### src/rtl/set_job_dispatcher.sv
// Job FIFO and one-at-a-time issuer in front of the SET intersection counter, with a watchdog.
// Optional build macro SET_DISP_LAT_STATS_EN adds lat_max (largest ISSUE-to-set_valid latency).
module set_job_dispatcher #(
  parameter int unsigned DEPTH   = 4,
  parameter int unsigned TIMEOUT = 15
) (
  input  logic        clk,
  input  logic        rst_n,
  input  logic        job_valid,
  output logic        job_ready,
  input  logic [15:0] job_central,
  input  logic [7:0]  job_radius,
  output logic        set_en,
  output logic [15:0] set_central,
  output logic [7:0]  set_radius,
  input  logic        set_busy,
  input  logic        set_valid,
  input  logic [7:0]  set_candidate,
  output logic        res_valid,
  input  logic        res_ready,
  output logic [7:0]  res_count,
  output logic [7:0]  res_seq,
`ifdef SET_DISP_LAT_STATS_EN
  output logic [7:0]  lat_max,
`endif
  output logic        timeout_err
);

  localparam int unsigned PtrW   = $clog2(DEPTH);
  localparam int unsigned CntW   = PtrW + 1;
  localparam logic [7:0]  WdLast = 8'(TIMEOUT - 1);

  typedef enum logic [1:0] {StIdle, StIssue, StWait, StResult} state_e;

  state_e state_q, state_d;

  // SET busy is informational only; control relies on set_valid and the watchdog.
  logic unused_set_busy;
  assign unused_set_busy = set_busy;

  // ---------------------------------------------------------------------------
  // Job FIFO
  // ---------------------------------------------------------------------------
  logic [23:0]     mem_q [DEPTH];
  logic [PtrW-1:0] wr_ptr_q, wr_ptr_d;
  logic [PtrW-1:0] rd_ptr_q, rd_ptr_d;
  logic [CntW-1:0] count_q, count_d;
  logic            fifo_full, fifo_empty;
  logic            push, pop;
  logic [23:0]     head;

  assign fifo_full  = (count_q == CntW'(DEPTH));
  assign fifo_empty = (count_q == '0);
  assign job_ready  = ~fifo_full;
  assign push       = job_valid & ~fifo_full;
  assign head       = mem_q[rd_ptr_q];

  always_comb begin
    wr_ptr_d = wr_ptr_q;
    rd_ptr_d = rd_ptr_q;
    count_d  = count_q;
    if (push) begin
      wr_ptr_d = wr_ptr_q + PtrW'(1);
    end
    if (pop) begin
      rd_ptr_d = rd_ptr_q + PtrW'(1);
    end
    count_d = count_q + CntW'(push) - CntW'(pop);
  end

  always_ff @(posedge clk or negedge rst_n) begin
    if (!rst_n) begin
      wr_ptr_q <= '0;
      rd_ptr_q <= '0;
      count_q  <= '0;
    end else begin
      wr_ptr_q <= wr_ptr_d;
      rd_ptr_q <= rd_ptr_d;
      count_q  <= count_d;
    end
  end

  // Storage needs no reset; occupancy is tracked by count_q.
  always_ff @(posedge clk) begin
    if (push) begin
      mem_q[wr_ptr_q] <= {job_central, job_radius};
    end
  end

  // ---------------------------------------------------------------------------
  // Control FSM
  // ---------------------------------------------------------------------------
  logic [7:0] wd_q, wd_d;
  logic       wd_hit;
  logic       load_head;
  logic       wait_ok;
  logic       wait_to;

  assign wd_hit = (wd_q == WdLast);

  always_ff @(posedge clk or negedge rst_n) begin
    if (!rst_n) begin
      state_q <= StIdle;
    end else begin
      state_q <= state_d;
    end
  end

  always_comb begin
    state_d = state_q;
    unique case (state_q)
      StIdle: begin
        if (!fifo_empty) begin
          state_d = StIssue;
        end
      end
      StIssue: begin
        state_d = StWait;
      end
      StWait: begin
        if (set_valid || wd_hit) begin
          state_d = StResult;
        end
      end
      StResult: begin
        if (res_ready) begin
          state_d = StIdle;
        end
      end
      default: state_d = StIdle;
    endcase
  end

  always_comb begin
    set_en    = 1'b0;
    res_valid = 1'b0;
    load_head = 1'b0;
    wait_ok   = 1'b0;
    wait_to   = 1'b0;
    unique case (state_q)
      StIdle: begin
        load_head = ~fifo_empty;
      end
      StIssue: begin
        set_en = 1'b1;
      end
      StWait: begin
        // A result arriving on the watchdog's last cycle still counts as good.
        wait_ok = set_valid;
        wait_to = ~set_valid & wd_hit;
      end
      StResult: begin
        res_valid = 1'b1;
      end
      default: ;
    endcase
  end

  assign pop = wait_ok | wait_to;

  // ---------------------------------------------------------------------------
  // Datapath registers
  // ---------------------------------------------------------------------------
  logic [15:0] central_q, central_d;
  logic [7:0]  radius_q, radius_d;
  logic [7:0]  seq_q, seq_d;
  logic [7:0]  res_count_q, res_count_d;
  logic [7:0]  res_seq_q, res_seq_d;
  logic        terr_q, terr_d;

  always_comb begin
    central_d   = central_q;
    radius_d    = radius_q;
    wd_d        = wd_q;
    seq_d       = seq_q;
    res_count_d = res_count_q;
    res_seq_d   = res_seq_q;
    terr_d      = terr_q;
    if (load_head) begin
      central_d = head[23:8];
      radius_d  = head[7:0];
    end
    if (state_q == StIssue) begin
      wd_d = '0;
    end else if (state_q == StWait) begin
      wd_d = wd_q + 8'd1;
    end
    if (wait_ok) begin
      res_count_d = set_candidate;
      res_seq_d   = seq_q;
      seq_d       = seq_q + 8'd1;
    end else if (wait_to) begin
      res_count_d = 8'hFF;
      res_seq_d   = seq_q;
      seq_d       = seq_q + 8'd1;
      terr_d      = 1'b1;
    end
  end

  always_ff @(posedge clk or negedge rst_n) begin
    if (!rst_n) begin
      central_q   <= '0;
      radius_q    <= '0;
      wd_q        <= '0;
      seq_q       <= '0;
      res_count_q <= '0;
      res_seq_q   <= '0;
      terr_q      <= 1'b0;
    end else begin
      central_q   <= central_d;
      radius_q    <= radius_d;
      wd_q        <= wd_d;
      seq_q       <= seq_d;
      res_count_q <= res_count_d;
      res_seq_q   <= res_seq_d;
      terr_q      <= terr_d;
    end
  end

  assign set_central = central_q;
  assign set_radius  = radius_q;
  assign res_count   = res_count_q;
  assign res_seq     = res_seq_q;
  assign timeout_err = terr_q;

`ifdef SET_DISP_LAT_STATS_EN
  // Latency counts the ISSUE cycle as 0, so the first WAIT cycle is 1.
  logic [7:0] lat_max_q, lat_max_d;
  logic [8:0] lat_obs;

  assign lat_obs = {1'b0, wd_q} + 9'd1;

  always_comb begin
    lat_max_d = lat_max_q;
    if (wait_ok && (lat_obs > {1'b0, lat_max_q})) begin
      lat_max_d = lat_obs[8] ? 8'hFF : lat_obs[7:0];
    end
  end

  always_ff @(posedge clk or negedge rst_n) begin
    if (!rst_n) begin
      lat_max_q <= '0;
    end else begin
      lat_max_q <= lat_max_d;
    end
  end

  assign lat_max = lat_max_q;
`endif

endmodule
### config.mk
export PLATFORM = sky130hd
export DESIGN_NAME = set_job_dispatcher
export DESIGN_NICKNAME = d
export VERILOG_FILES = /design/src/rtl/set_job_dispatcher.sv
export SDC_FILE = /design/constraint.sdc
export NUM_CORES = 1
export LEC_CHECK = 0
export BUFFER_PORTS_ARGS = -buffer_cell sky130_fd_sc_hd__buf_4
export CORE_UTILIZATION = 52
export CTS_CLUSTER_SIZE = 14
export DETAILED_ROUTE_END_ITERATION = 10
export MAX_ROUTING_LAYER = met4
export PLACE_DENSITY = 0.81
export SYNTH_ARGS = -nofsm -noshare
export SYNTH_HDL_FRONTEND = slang
export SYNTH_SLANG_ARGS = --single-unit
export TNS_END_PERCENT = 100
### constraint.sdc
create_clock -name clk -period 2.65 [get_ports clk]
set_clock_uncertainty 0.2 [all_clocks]
set_input_delay 0.265 -clock clk [delete_from_list [all_inputs] [get_ports clk]]
set_output_delay 0.265 -clock clk [all_outputs]
set_load 0.02 [all_outputs]
==> results.yml, run 1 <==
status:
  outcome: "finished, violations left"
  violations: "design-rule violations"
hold_path:
  hold_class: "input port to flop"
  hold_depth: 3
  hp-start: "job_valid"
  hold_path_end: "wr_ptr_q[0]"
pwr:
  combPwrFrac: 0.345
  peakVddDrop_uv: 820.8
  p_leak_nw: 3.321
  switchingPower_mw: 3.094
  intPower_mw: 6.778
  power_density_mw_per_mm2: 1199
  pwr-share-clk: 0.259
  switching_share: 0.3134
  power_frac_seq: 0.396
drt:
  ant_nets: 0
  drc: 8
  viasPerCell: 5.348
  routedWlPerCell_um: 17.66
  wl_mm: 11.76
  drt_iter0_drc: 199
  route.vias.total: 3562
  dr.pass1.iters: 7
synthesis:
  syn_area_mm2: 0.006331
  synth-edff-count: 96
  yosys_warnings: 0
  async_reset_ff_frac: 0.4074
  synth_adder_area_share: 0.03083
  synth_top_family_by_area: "multiplexers"
  synth_top_area_frac: 0.4553
  synth.net_count: 426
  yosys.area.top_type: "edfxtp_1"
  ys.flop_type: "edfxtp_1"
  yosys-top-cells-area: "edfxtp_1, dfrtp_1, mux4_2"
  syn_inst: 373
  ys_seq_elements: 162
  syn_area_per_cell_um2: 16.97
  yosys.area_share.simple: 0.06561
  synth_common_cells: "edfxtp_1, dfrtp_1, nand2_1, mux2_2, mux4_2"
  synth_xor_xnor_area_share: 0.01937
  synthMuxAreaShare: 0.1346
  synth.distinct_cells: 36
  yosysMostFrequentCell: "edfxtp_1"
  ys_seq_area_frac: 0.7162
  synth-compound-area-share: 0.01739
critical_path:
  path_max_fanout: 5
  start_kind: "flop"
  r2r_cells: 11
  ff2ff_setup_slack_ns: 0.02
  cp.arrival_ns: 2.73
  required_ns: 2.74
  path_class: "flop to flop"
  r2r_end: "count_q[2]"
  reg2reg_from: "state_q[0]"
  cp-end-kind: "flop"
layout:
  syn2layout_area_growth_pct: 30.06
  fin_nets: 562
  multi_input_area_mm2: 0.001743
  layout-drive-gt1-share: 0.3525
  seq_area_mm2: 0.004536
  num-fill-cells: 714
  fin_area_mm2: 0.008234
grt:
  gr-usage-all-layers: 0.2076
  grt_pass1_vias: 3775
  antenna_found_initial: 1
  grt_pass1_wl_mm: 18.73
  grt_max_degree: 67
  grt_remaining_overflow: 0
timing:
  hold_ws_ns: 0.05906
  slew_violations: 0
  rsz0062_at_grt: "true"
  hold_viol: 0
  slew_headroom: 0.4240
  worst_pin_slew_ns: 0.8640
  setup_viol_count_final: 0
  fmax_mhz: 380.0
  layout_worst_path_cycle_share: 0.9931
  finalCriticalPeriod_ns: 2.632
cts:
  clk_pin_slew_worst_paths_ns: 0.06
  htree_levels: 4
  clk_latency_ns: 0.41
  clockBufferDepth: 2
  clock_sinks: 162
  numCtsBuffers: 17
  cts-root-buf: "clkbuf_16"
  cts_tree: "built"
placement:
  gp_congestion: 0.7824
  hpwl_mm: 7.243
  place_area_mm2: 0.007247
  io_buffers: 80
flow_run:
  maxCapViolCount: 0
floorplanning:
  die_y_um: 112.3
  die_area_mm2: 0.01262
  initial_core_util: 0.5429
  num_io_pins: 82
  fp.coreArea_mm2: 0.01166
  die_x_um: 112.3
  rows: 39
power by group through the flow:
stage	registers, mW	logic (mW)	clock network [mW]
2_1_floorplan	4.19	1.85	0
3_3_place_gp	3.90	3.22	0
3_5_place_dp	3.95	3.36	0
4_1_cts	3.91	3.40	2.60
5_1_grt	4.00	3.66	2.70
6_report	3.91	3.40	2.56
per-stage QoR:
step | instances | utilization | TNS [ns] | power (mW) | setup slack [ns]
global placement | 597 | 0.6214 | 0 | 7.122 | 0.1010
floorplan | 373 | - | -0.07418 | 6.037 | -0.07418
CTS | 662 | 0.7033 | 0 | 9.916 | 0.0001086
global route | 666 | 0.7060 | -0.06148 | 10.35 | -0.06148
finish | 666 | 0.7060 | 0 | 9.872 | 0.01832
detailed placement | 597 | 0.6214 | 0 | 7.307 | 0.0004940
what timing repair did:
action / in CTS / in global routing
hold endpoints to repair: 170 / 0
endpoints found under the setup margin: 0 / 1
setup buffers: 0 / 3
hold buffers: 33 / 0
resized for setup: 0 / 1
cells in the final DEF, fill, tap and decap left out, types with 4 or more instances in the layout:
master	count
o21ai_0	5
and3_1	7
nor2_1	5
dlygate4sd3_1	33
nand2b_1	5
edfxtp_1	96
nor3_1	4
mux2_2	25
bufinv_16	4
inv_1	8
dfrtp_1	65
buf_4	93
nand2_1	51
xnor2_1	10
clkbuf_16	17
buf_12	4
mux4_2	24
ha_1	11
nand3_1	8
worst max-delay path by stage:
| stage | end | start | slack [ns] | depth (start not counted) |
|---|---|---|---|---|
| 3_3_place_gp | count_q[2] | state_q[0] | 0.10 | 11 |
| 6_report | count_q[2] | state_q[0] | 0.02 | 11 |
| 2_1_floorplan | count_q[2] | state_q[0] | -0.07 | 12 |
| 4_1_cts | count_q[2] | state_q[0] | 0.0001 | 11 |
| 3_5_place_dp | count_q[2] | state_q[0] | 0.0005 | 11 |
| 5_1_grt | count_q[2] | state_q[0] | -0.06 | 11 |
area by class of cell:
cell class                 count  area share
inverter                      11    0.005014
tap                          143     0.02173
clock inverter                11     0.02112
antenna                        1   0.0003039
timing repair buffer         130      0.1346
clock buffer                  21     0.05470
multi-input combinational    187      0.2117
sequential                   162      0.5508
metal layers:
layer / wire (um) / part of all wire / vias to the layer above / global-route usage
li1: - / - / 1653 / -
met5: 0 / 0 / - / -
met2: 6159 / 0.52 / 88 / 0.3458
met4: 258 / 0.022 / 0 / 0.08089
met1: 4872 / 0.41 / 1804 / 0.2429
met3: 469 / 0.040 / 17 / 0.05454
flip-flops by register name (all words and copies together) (netlist names):
signal	cells
mem_q	96
state_q	2
timeout_err	1
res_count	8
seq_q	8
wr_ptr_q	2
set_central	16
count_q	3
res_seq	8
rd_ptr_q	2
set_radius	8
wd_q	8
worst max-delay path, stage by stage, from the launching register on:
cell     delay [ns]
dfrtp_1        0.41
inv_2          0.10
ha_4           0.15
or4b_1         0.44
o21a_2         0.22
inv_2          0.07
ha_4           0.12
inv_2          0.03
ha_4           0.14
fa_2           0.35
xnor2_2        0.14
xnor2_1        0.14
cell families (layout without fill, tap and decap cells):
family,after synthesis,in the layout
flip-flops,162,162
adder cells (fa/ha/maj),15,15
XOR/XNOR,14,14
multiplexers,52,52
AO/OA/AOI/OAI,16,16
other,0,1
buffers and inverters,24,173
AND/OR/NAND/NOR,90,90
No activity file was read; power rests on OpenSTA's default activity.
==> run 2: changes to the inputs <==
CELL_PAD_IN_SITES_DETAIL_PLACEMENT = 1   (was default)
CELL_PAD_IN_SITES_GLOBAL_PLACEMENT = 1   (was default)
CORE_UTILIZATION = 44   (was 52)
GPL_TIMING_DRIVEN = 0   (was default)
==> run 2 against run 1 <==
The flow now finishes without violations. Register-to-register slack gained 0.02 ns. Fmax rose by 0.74%. Sequential power about the same. Sequential share of layout area grew 0.40 points. Die area up 18%. Utilization fell by 12 points. Critical path depth stayed put. Critical endpoint unchanged. Largest cell class unchanged. Highest routed layer unchanged.
==> results.yml, run 2 (synthesis results as in run 1) <==
status:
  outcome: "complete, no violations"
cts:
  cts-root-buf: "clkbuf_16"
  numCtsBuffers: 17
  cts_tree: "built"
  clockBufferDepth: 2
  clk_latency_ns: 0.43
  clk_pin_slew_worst_paths_ns: 0.07
  htree_levels: 4
  clock_sinks: 162
drt:
  ant_nets: 0
  dr.pass1.iters: 4
  drt_iter0_drc: 140
  route.vias.total: 3675
  viasPerCell: 5.243
  drc: 0
  routedWlPerCell_um: 20.30
  wl_mm: 14.23
hold_path:
  hold_depth: 3
  hold_class: "input port to flop"
grt:
  grt_pass1_wl_mm: 22.55
  grt_max_degree: 67
  antenna_found_initial: 0
  grt_pass1_vias: 4185
  gr-usage-all-layers: 0.2198
  grt_remaining_overflow: 0
timing:
  slew_headroom: 0.07535
  fmax_mhz: 382.8
  setup_viol_count_final: 0
  hold_viol: 0
  hold_ws_ns: 0.05708
  layout_worst_path_cycle_share: 0.9858
  finalCriticalPeriod_ns: 2.612
  slew_violations: 0
  rsz0062_at_grt: "true"
  worst_pin_slew_ns: 1.387
  fin_ws_ns: 0.03758
  finalSetupTns_ns: 0
flow_run:
  maxCapViolCount: 0
layout:
  largest_reg_flops: 96
  fin_nets: 561
  fin_area_mm2: 0.008173
  diodes: 0
  num-fill-cells: 1294
  syn2layout_area_growth_pct: 29.09
  layout-drive-gt1-share: 0.3512
  largest_register: "mem_q"
  final_common_cell: "edfxtp_1"
  multi_input_area_mm2: 0.001755
  most-common-layout-cells: "edfxtp_1, buf_4, dfrtp_1"
  seq_area_mm2: 0.004534
critical_path:
  critPathTopFamily: "adder cells"
  worst_path_max_delay_cell: "or4b_4"
  path_max_fanout: 5
  path_depth: 11
  path_class: "flop to flop"
  cp-end-kind: "flop"
  cpPeakStageDelay_ns: 0.46
  cp_common_cell: "ha_4"
  r2r_cells: 11
  start_kind: "flop"
  crit_buf_inv: 3
  path_cells: "inv_2 > ha_4 > or4b_4 > o21a_4 > inv_8 > ha_4 > inv_2 > ha_4 > fa_2 > xnor2_2 > xnor2_1"
  cp.arrival_ns: 2.73
  required_ns: 2.76
floorplanning:
  die_y_um: 122.0
  num_io_pins: 82
  rows: 43
  initial_core_util: 0.4543
  fp.coreArea_mm2: 0.01393
  die_area_mm2: 0.01487
  die_x_um: 122.0
placement:
  post-place-ws_ns: -0.3150
  hpwl_mm: 8.417
  place_area_mm2: 0.007201
  io_buffers: 80
  gp_congestion: 0.7731
pwr:
  power_mw: 9.836
  peakVddDrop_uv: 566.4
  power_density_mw_per_mm2: 1203
  p_leak_nw: 3.265
run 2: worst min-delay path, delay by kind of cell:
family | cells | cell delay, ns
AND/OR/NAND/NOR | 1 | 0.19
XOR/XNOR | 1 | 0.08
buffers and inverters | 1 | 0.10
run 2: cell type report:
cell class	instances	area share
repair buffers	117	0.1176
plain buffers	12	0.006430
clock inverters	15	0.02082
flip-flops and latches	162	0.5548
multi-input cells	187	0.2148
clock buffers	17	0.05205
well taps	180	0.02756
inverters	11	0.005971
run 2: worst paths after layout:
| path | from | end | slack, ns |
|---|---|---|---|
| min reg2reg | timeout_err | timeout_err | 0.27 |
| max | state_q[0] | count_q[2] | 0.04 |
| max reg2reg | state_q[0] | count_q[2] | 0.04 |
| min in group asynchronous | rst_n | res_seq[2] | 0.32 |
| max in group asynchronous | rst_n | set_central[13] | 1.35 |
| min | job_valid | wr_ptr_q[0] | 0.06 |
run 2: where the power goes:
group	total, mW	switching, mW	internal [mW]
logic	3.44	1.83	1.61
clock network	2.48	1.06	1.42
registers	3.92	0.429	3.49
total	9.84	3.32	6.51
run 2: what timing repair did:
| item | CTS | global route |
|---|---|---|
| endpoints found under the hold margin | 170 | 0 |
| pin swaps | 1 | 0 |
| gates resized for setup | 5 | 1 |
| setup buffers | 4 | 0 |
| endpoints found under the setup margin | 2 | 1 |
| hold buffers | 33 | 0 |
run 2: metal layers:
| layer | GRT usage | wire length [um] |
|---|---|---|
| met1 | 0.2381 | 5499 |
| met4 | 0.09259 | 303 |
| met3 | 0.04401 | 484 |
| met5 | - | 0 |
| met2 | 0.3905 | 7942 |
run 2: per-stage QoR:
| stage | util | cells |
|---|---|---|
| after floorplan | - | 373 |
| after global placement | 0.5167 | 633 |
| after detailed placement | 0.5167 | 633 |
| after CTS | 0.5861 | 701 |
| after global routing | 0.5865 | 701 |
| final | 0.5865 | 701 |
==> run 3: changes to the inputs <==
clock period = 2.2 ns   (was 2.65 ns; I/O delays follow)
==> run 3 against run 2 <==
The run now ends with negative setup slack left. Non-clock buffer count grew 2. First-iteration DRC count grew 2.9%. Fmax shrank 3.2%. Worst hold slack lost 0.033 ns. Routed wire length shrank 2.5%. Critical path depth grew 1. Worst setup slack lost 0.54 ns. Utilization grew 0.31 points. Sequential power grew 20%. Count of clock-buffer cells in the layout grew 7. Power grew 19%. Via count shrank 0.63%. Critical endpoint unchanged.
==> results.yml, run 3 (synthesis results as in run 1) <==
drt:
  routedWlPerCell_um: 19.74
  drc: 0
  dr.pass1.iters: 5
  route.vias.total: 3652
  drt_iter0_drc: 144
  wl_mm: 13.87
  ant_nets: 0
  viasPerCell: 5.195
placement:
  hpwl_mm: 8.247
  io_buffers: 80
  gp_congestion: 0.7728
cts:
  clockBufferDepth: 2
  htree_levels: 4
  cts-root-buf: "clkbuf_16"
  cts_tree: "built"
  clk_latency_ns: 0.42
  clk_pin_slew_worst_paths_ns: 0.06
  clock_sinks: 162
  numCtsBuffers: 17
critical_path:
  start_kind: "flop"
  path_max_fanout: 5
  cp.arrival_ns: 2.81
  cp_common_cell: "ha_4"
  worst_path_max_delay_cell: "or4b_4"
  path_cells: "inv_2 > ha_4 > or4b_4 > o21a_4 > clkinv_4 > buf_8 > ha_4 > inv_2 > ha_4 > fa_2 > xnor2_2 > xnor2_1"
  cpPeakStageDelay_ns: 0.46
  startpoint: "state_q[0]"
  critPathTopFamily: "adder cells"
  reg2reg_from: "state_q[0]"
  cp-end-kind: "flop"
  path_class: "flop to flop"
  required_ns: 2.31
  crit_buf_inv: 4
layout:
  most-common-layout-cells: "edfxtp_1, buf_4, dfrtp_1"
  fin_util: 0.5896
  largest_register: "mem_q"
  diodes: 0
  layout-drive-gt1-share: 0.3614
  num-fill-cells: 1299
  fin_nets: 563
  syn2layout_area_growth_pct: 29.76
  seq_area_mm2: 0.004534
  final_common_cell: "edfxtp_1"
  multi_input_area_mm2: 0.001808
  largest_reg_flops: 96
floorplanning:
  num_io_pins: 82
  initial_core_util: 0.4543
  fp.coreArea_mm2: 0.01393
  rows: 43
  die_x_um: 122.0
  die_area_mm2: 0.01487
  die_y_um: 122.0
pwr:
  p_leak_nw: 3.303
  power_density_mw_per_mm2: 1425
  peakVddDrop_uv: 700.8
timing:
  finalCriticalPeriod_ns: 2.699
  setup_viol_count_final: 3
  fmax_mhz: 370.6
  slew_headroom: 0.4031
  finalSetupTns_ns: -0.8603
  slew_violations: 0
  hold_viol: 0
  worst_pin_slew_ns: 0.8954
  rsz0062_at_grt: "true"
  layout_worst_path_cycle_share: 1.227
  fin_ws_ns: -0.4986
flow_run:
  maxCapViolCount: 0
grt:
  grt_max_degree: 67
  gr-usage-all-layers: 0.2120
  grt_remaining_overflow: 0
  antenna_found_initial: 0
  grt_pass1_vias: 4056
  grt_pass1_wl_mm: 21.75
status:
  violations: "negative setup slack"
  outcome: "finished, violations left"
hold_path:
  hold_class: "input port to flop"
  hp-start: "job_valid"
run 3: cell count changes in the layout (fill, tap and decap cells not counted), moves of 3 or more:
cell and delta:
inv_8 -3, buf_4 +8, buf_2 -5, inv_6 -3
run 3: area by class of cell:
cell class | instances | share of cell area
plain buffers | 11 | 0.009138
flip-flops and latches | 162 | 0.5519
multi-input cells | 187 | 0.2201
clock inverters | 8 | 0.009899
inverters | 11 | 0.005635
well taps | 180 | 0.02741
repair buffers | 120 | 0.1197
clock buffers | 24 | 0.05620
run 3: per-stage QoR:
stage	total power, mW	worst slack, ns	std cells	hold slack, ns	instance area [um2]
6_report	11.71	-0.4986	703	0.02447	8215
5_1_grt	12.34	-0.5924	703	0.05629	8215
4_1_cts	11.79	-0.4937	704	0.01804	8163
3_5_place_dp	8.789	-0.7968	633	0.2066	7201
3_3_place_gp	8.522	-0.6947	633	0.2015	7201
2_1_floorplan	7.272	-0.5242	373	-0.2756	6375
run 3: timing repair:
action | 4_1_cts | 5_1_grt
setup endpoints to repair | 120 | 35
resized for setup | 16 | 11
endpoints found under the hold margin | 170 | 0
hold buffers | 33 | 0
setup buffers | 6 | 2
pin swaps | 1 | 5
run 3: power breakdown:
group          internal (mW)  switching [mW]  total, mW
Clock                   1.59            1.17       2.76
Combinational           2.03            2.22       4.26
Sequential              4.20           0.494       4.69
Total                   7.82            3.88       11.7
run 3: tightest hold or removal path: cells and delay by family:
kind	cells	cell delay, ns
buffers and inverters	1	0.09
and+or+nand+nor	1	0.19
xor gates and xnor gates	1	0.09
run 3: routing by layer:
metal / track usage / vias to the layer above / routed length (um) / share of wire
met3: 0.05571 / 22 / 623 / 0.045
met1: 0.2384 / 1878 / 5484 / 0.40
met5: - / - / 0 / 0
li1: - / 1655 / - / -
met2: 0.3591 / 97 / 7487 / 0.54
met4: 0.08488 / 0 / 278 / 0.020
run 3: final timing paths:
| check | end | slack [ns] | cells past startpoint |
|---|---|---|---|
| worst max-delay path | count_q[2] | -0.50 | 12 |
| worst min-delay path | wr_ptr_q[0] | 0.02 | 3 |
| worst max register to register | count_q[2] | -0.50 | 12 |
| worst min register to register | seq_q[7] | 0.26 | 1 |
| max in group asynchronous | set_central[13] | 0.95 | 2 |
| min in group asynchronous | set_radius[1] | 0.28 | 2 |
